[src/rtl/mult_arbiter.sv]
// -----------------------------------------------------------------------------
// mult_arbiter
//   Arbitrates two requesters onto one shared Booth multiplier. A winner's
//   operands are latched and presented to the multiplier, one start strobe is
//   issued, the product is captured into the winner's result register on
//   completion, and a one-cycle valid pulse is returned to that requester.
//
// Configuration macro:
//   MULT_ARB_RR_EN  defined   : round-robin arbitration. On a tie, the
//                               requester not granted last wins.
//                   undefined : fixed priority. Requester 0 wins ties.
//
// Ports:
//   clk        in   system clock, rising edge
//   rst        in   asynchronous reset, active low
//   req0/req1  in   request, held high until ack
//   a0,b0      in   requester 0 operands (signed, WIDTH bits)
//   a1,b1      in   requester 1 operands (signed, WIDTH bits)
//   ack0/ack1  out  one-cycle accept pulse, issued in the IDLE grant cycle
//   res0/res1  out  last product delivered to each requester (2*WIDTH bits)
//   vld0/vld1  out  one-cycle pulse: matching res was just updated
//   busy       out  FSM is not in IDLE
//   mul_start  out  start strobe to the multiplier
//   mul_x/y    out  multiplier operands, changed only in the grant cycle
//   mul_ready  in   multiplier idle flag
//   mul_done   in   one-cycle multiplier completion pulse
//   mul_p      in   multiplier product, valid with mul_done
// -----------------------------------------------------------------------------
module mult_arbiter #(
    parameter int WIDTH = 8
) (
    input  logic               clk,
    input  logic               rst,
    input  logic               req0,
    input  logic               req1,
    input  logic [WIDTH-1:0]   a0,
    input  logic [WIDTH-1:0]   b0,
    input  logic [WIDTH-1:0]   a1,
    input  logic [WIDTH-1:0]   b1,
    output logic               ack0,
    output logic               ack1,
    output logic [2*WIDTH-1:0] res0,
    output logic [2*WIDTH-1:0] res1,
    output logic               vld0,
    output logic               vld1,
    output logic               busy,
    output logic               mul_start,
    output logic [WIDTH-1:0]   mul_x,
    output logic [WIDTH-1:0]   mul_y,
    input  logic               mul_ready,
    input  logic               mul_done,
    input  logic [2*WIDTH-1:0] mul_p
);

    typedef enum logic [1:0] {
        IDLE  = 2'd0,
        ISSUE = 2'd1,
        WAIT  = 2'd2,
        RESP  = 2'd3
    } state_t;

    state_t state, next_state;
    logic   owner;   // requester that owns the operation in flight
    logic   grant;   // a grant happens in this cycle
    logic   win;     // requester selected if grant is high

`ifdef MULT_ARB_RR_EN
    logic   last_win;   // requester granted most recently
`endif

    // Gating with rst keeps ack low while reset is held even though ack is
    // decoded combinationally from the request lines.
    assign grant = (state == IDLE) && mul_ready && (req0 || req1) && rst;
    assign busy  = (state != IDLE);

    always_comb begin
        win = 1'b0;
`ifdef MULT_ARB_RR_EN
        if (req0 && req1) begin
            win = ~last_win;
        end else begin
            win = req1;
        end
`else
        win = req1 && !req0;
`endif
    end

    // NOTE: the state register uses non-blocking assignments so every flop
    // samples pre-edge values; combinational blocks use blocking ones.
    always_ff @(posedge clk or negedge rst) begin
        if (!rst) begin
            state <= IDLE;
        end else begin
            state <= next_state;
        end
    end

    // NOTE: every output of this block gets a default first, so no path
    // through the case leaves a signal unassigned and no latch is inferred.
    always_comb begin
        next_state = state;
        ack0       = 1'b0;
        ack1       = 1'b0;
        mul_start  = 1'b0;
        vld0       = 1'b0;
        vld1       = 1'b0;
        case (state)
            IDLE: begin
                if (grant) begin
                    ack0       = ~win;
                    ack1       = win;
                    next_state = ISSUE;
                end
            end
            ISSUE: begin
                mul_start  = 1'b1;
                next_state = WAIT;
            end
            WAIT: begin
                if (mul_done) begin
                    next_state = RESP;
                end
            end
            RESP: begin
                vld0       = ~owner;
                vld1       = owner;
                next_state = IDLE;
            end
            default: next_state = IDLE;
        endcase
    end

    // Operand latch, ownership and result capture. mul_done outside WAIT is
    // deliberately ignored.
    always_ff @(posedge clk or negedge rst) begin
        if (!rst) begin
            mul_x    <= '0;
            mul_y    <= '0;
            owner    <= 1'b0;
            res0     <= '0;
            res1     <= '0;
`ifdef MULT_ARB_RR_EN
            last_win <= 1'b1;
`endif
        end else begin
            if (grant) begin
                mul_x    <= win ? a1 : a0;
                mul_y    <= win ? b1 : b0;
                owner    <= win;
`ifdef MULT_ARB_RR_EN
                last_win <= win;
`endif
            end
            if (state == WAIT && mul_done) begin
                if (owner) begin
                    res1 <= mul_p;
                end else begin
                    res0 <= mul_p;
                end
            end
        end
    end

endmodule
[config.mk]
export PLATFORM = sky130hd
export DESIGN_NAME = mult_arbiter
export DESIGN_NICKNAME = d
export VERILOG_FILES = /design/src/rtl/mult_arbiter.sv
export SDC_FILE = /design/constraint.sdc
export NUM_CORES = 1
export LEC_CHECK = 0
export BUFFER_PORTS_ARGS = -buffer_cell sky130_fd_sc_hd__buf_2
export CORE_ASPECT_RATIO = 0.9
export CORE_UTILIZATION = 48
export DETAILED_ROUTE_END_ITERATION = 16
export PLACE_DENSITY = 0.85
export SLEW_MARGIN = 20
export SYNTH_ARGS = -nofsm -noshare
export SYNTH_HDL_FRONTEND = slang
export SYNTH_SLANG_ARGS = --single-unit
[constraint.sdc]
create_clock -name clk -period 3.7 [get_ports clk]
set_input_delay 0.555 -clock clk [delete_from_list [all_inputs] [get_ports clk]]
set_output_delay 0.555 -clock clk [all_outputs]
set_load 0.02 [all_outputs]
==> impl_metrics.py <==
metrics = {
    "status": {
        "status": "complete, no violations",
    },
    "route": {
        "wl_per_cell_um": 14.5,
        "wl_met2_um": 2330,
        "top_layer_used": "met4",
        "vias_per_cell": 5.08,
        "first_pass_iters": 4,
        "drt-total-wl_um": 4540,
        "vias": 1586,
        "drt_iter0_drc": 97,
        "dr_wl_met3_um": 204,
        "drtAntennaViolNets": 0,
        "drc": 0,
        "met1_length_um": 1950,
    },
    "synth": {
        "synth_compound_area_share_pct": 9.86,
        "ys_ff_latch": 51,
        "synth.mux.area_fraction_pct": 17.5,
        "syn_nets": 200,
        "synthesis.area_mm2": 0.00212,
        "synthAdderAreaFrac_pct": 2.36,
        "yosysWarnings": 0,
        "synth_cell_types": 22,
        "avgSynthCellArea_um2": 14.9,
        "synthXorXnorAreaFrac_pct": 0,
        "syn_inst": 142,
        "synth_top_family_by_area": "multiplexers",
        "yosysSeqAreaShare_pct": 60.2,
        "synthSimpleGateAreaFrac_pct": 7.15,
    },
    "grt": {
        "first_global_vias": 1611,
        "grtUsageTotal_pct": 21.2,
        "antenna_found_initial": 0,
        "grt_pass1_wl_um": 7400,
        "grt_max_degree": 53,
        "grt_overflow": 0,
    },
    "layout": {
        "regArea_mm2": 0.00128,
        "finalNonFillerCells": 312,
        "layout_commonest_cell": "buf_2",
        "drive_above_1_share_pct": 63.9,
        "num-fill-cells": 314,
        "area_growth_pct": 32.6,
        "antenna_cells": 0,
        "multi_input_area_um2": 782,
        "nets": 309,
        "final_cell_mix": "buf_2, dfrtp_1, mux2_2",
    },
    "timing": {
        "setup_viol": 0,
        "tightest_slew_ns": 0.843,
        "setup_tns_ns": 0,
        "clock_skew_ns": 0.00808,
        "fin_crit_sh_pct": 74.3,
        "hold_viol_final": 0,
        "min_period_ns": 2.75,
        "fmax_mhz": 364,
        "slew_viol_final": 0,
        "slew_headroom_pct": 43.6,
        "rsz0062_at_grt": "no",
    },
    "cts": {
        "htree_levels": 2,
        "root_buffer": "clkbuf_8",
        "clk_latency_ns": 0.29,
        "cts_tree": "built",
        "clock_path_buffers": 2,
        "ctsHoldBuffers": 0,
        "cts.clk_slew.worst_paths_ns": 0.09,
        "cts_resized": 0,
        "numCtsBuffers": 5,
        "cts.sinks": 51,
        "post_cts_buffers": 0,
    },
    "floorplanning": {
        "num_rows": 22,
        "die_y_um": 65.0,
        "ioPinCount": 108,
        "die-area_mm2": 0.00468,
        "initial_core_util_pct": 51.0,
        "core_mm2": 0.00416,
        "die_w_um": 72.0,
    },
    "power_and_ir_drop": {
        "ir_drop_uv": 508,
        "powerDensity_mw_per_mm2": 920,
        "p_total_uw": 2580,
        "leakage_uw": 0.00147,
    },
    "critical_path": {
        "critPathKind": "reg2out",
        "cp_max_fo": 18,
        "cp-start-kind": "flop",
        "required_ns": 3.14,
        "cp.arrival_ns": 2.19,
        "endpoint_kind": "output port",
    },
    "placed_design": {
        "placed_cells_incl_taps": 304,
        "gp_congestion": 0.740,
        "port_buffers": 107,
        "dpl.hpwl_um": 3420,
    },
    "flow_run": {
        "maxCapViolCount": 0,
    },
    "hold_path": {
        "hp-class": "in2async",
    },
}
area by class of cell:
class                      instances  area share [%]
inverter                           4           0.535
clock inverter                     2            1.25
multi-input combinational         81            27.8
sequential                        51            45.4
timing repair buffer             108            19.3
clock buffer                       6            2.94
tap                               60            2.67
cells by family after synthesis:
logic type	Yosys count
flops	51
mux	33
simple gates	24
compound gates	20
buf+inv	10
fa+ha+maj	4
sequential cells by signal, indices dropped and copies added (netlist names):
register and flops:
mul_x 8, mul_y 8, owner 1, res0 16, res1 16, state 2
cells in the mapped netlist (all sizes together):
| cell type | instances | share of area [%] |
|---|---|---|
| a21o | 1 | 0.41 |
| a21oi | 1 | 0.24 |
| a221o | 16 | 8.0 |
| and2 | 16 | 4.7 |
| and3 | 2 | 0.65 |
| and3b | 1 | 0.41 |
| buf | 5 | 1.9 |
| clkbuf | 1 | 0.18 |
| dfrtp | 51 | 60 |
| ha | 4 | 2.4 |
| inv | 4 | 0.71 |
| mux2 | 33 | 18 |
| nand2 | 1 | 0.18 |
| nand3 | 1 | 0.24 |
| nand3b | 1 | 0.35 |
| nor2b | 2 | 0.59 |
| o2111ai | 1 | 0.71 |
| o22a | 1 | 0.47 |
final timing paths:
kind	startpoint	end	slack [ns]	cells after the start
min in group clk	b0[4]	mul_y[4]$_DFFE_PN0P_	0.48	2
max	state[0]$_DFFE_PN0P_	ack1	0.95	5
min reg2reg	res0[14]$_DFFE_PN0P_	res0[14]$_DFFE_PN0P_	0.51	1
min	rst	mul_x[2]$_DFFE_PN0P_	0.37	2
max reg2reg	state[0]$_DFFE_PN0P_	res1[7]$_DFFE_PN0P_	1.73	4
max in group asynchronous	rst	res0[3]$_DFFE_PN0P_	2.88	2
critical path: stages, from the launching register on:
cell	delay, ns
dfrtp_1	0.42
inv_1	0.10
ha_1	0.27
and3_1	0.25
and3b_1	0.59
buf_2	0.28
layer usage:
layer,vias up,global-route usage (%)
li1,734,-
met1,790,25.4
met2,56,37.7
met3,6,4.04
met4,0,8.09
met5,-,0
through the flow:
| step | util [%] | hold WS [ns] | setup WS (ns) | cell area [µm²] |
|---|---|---|---|---|
| after floorplan | - | 0.259 | 1.84 | 2120 |
| after global placement | 64.8 | 0.484 | 1.21 | 2690 |
| after detailed placement | 64.8 | 0.487 | 1.12 | 2690 |
| after CTS | 67.6 | 0.400 | 0.925 | 2810 |
| after global routing | 67.6 | 0.420 | 0.800 | 2810 |
| final | 67.6 | 0.369 | 0.951 | 2810 |
where the power goes:
| group | switching [µW] | internal (µW) |
|---|---|---|
| clock | 170 | 219 |
| combinational | 675 | 539 |
| sequential | 140 | 840 |
| total | 985 | 1600 |
Note: power is estimated with default switching activity, not from simulation.
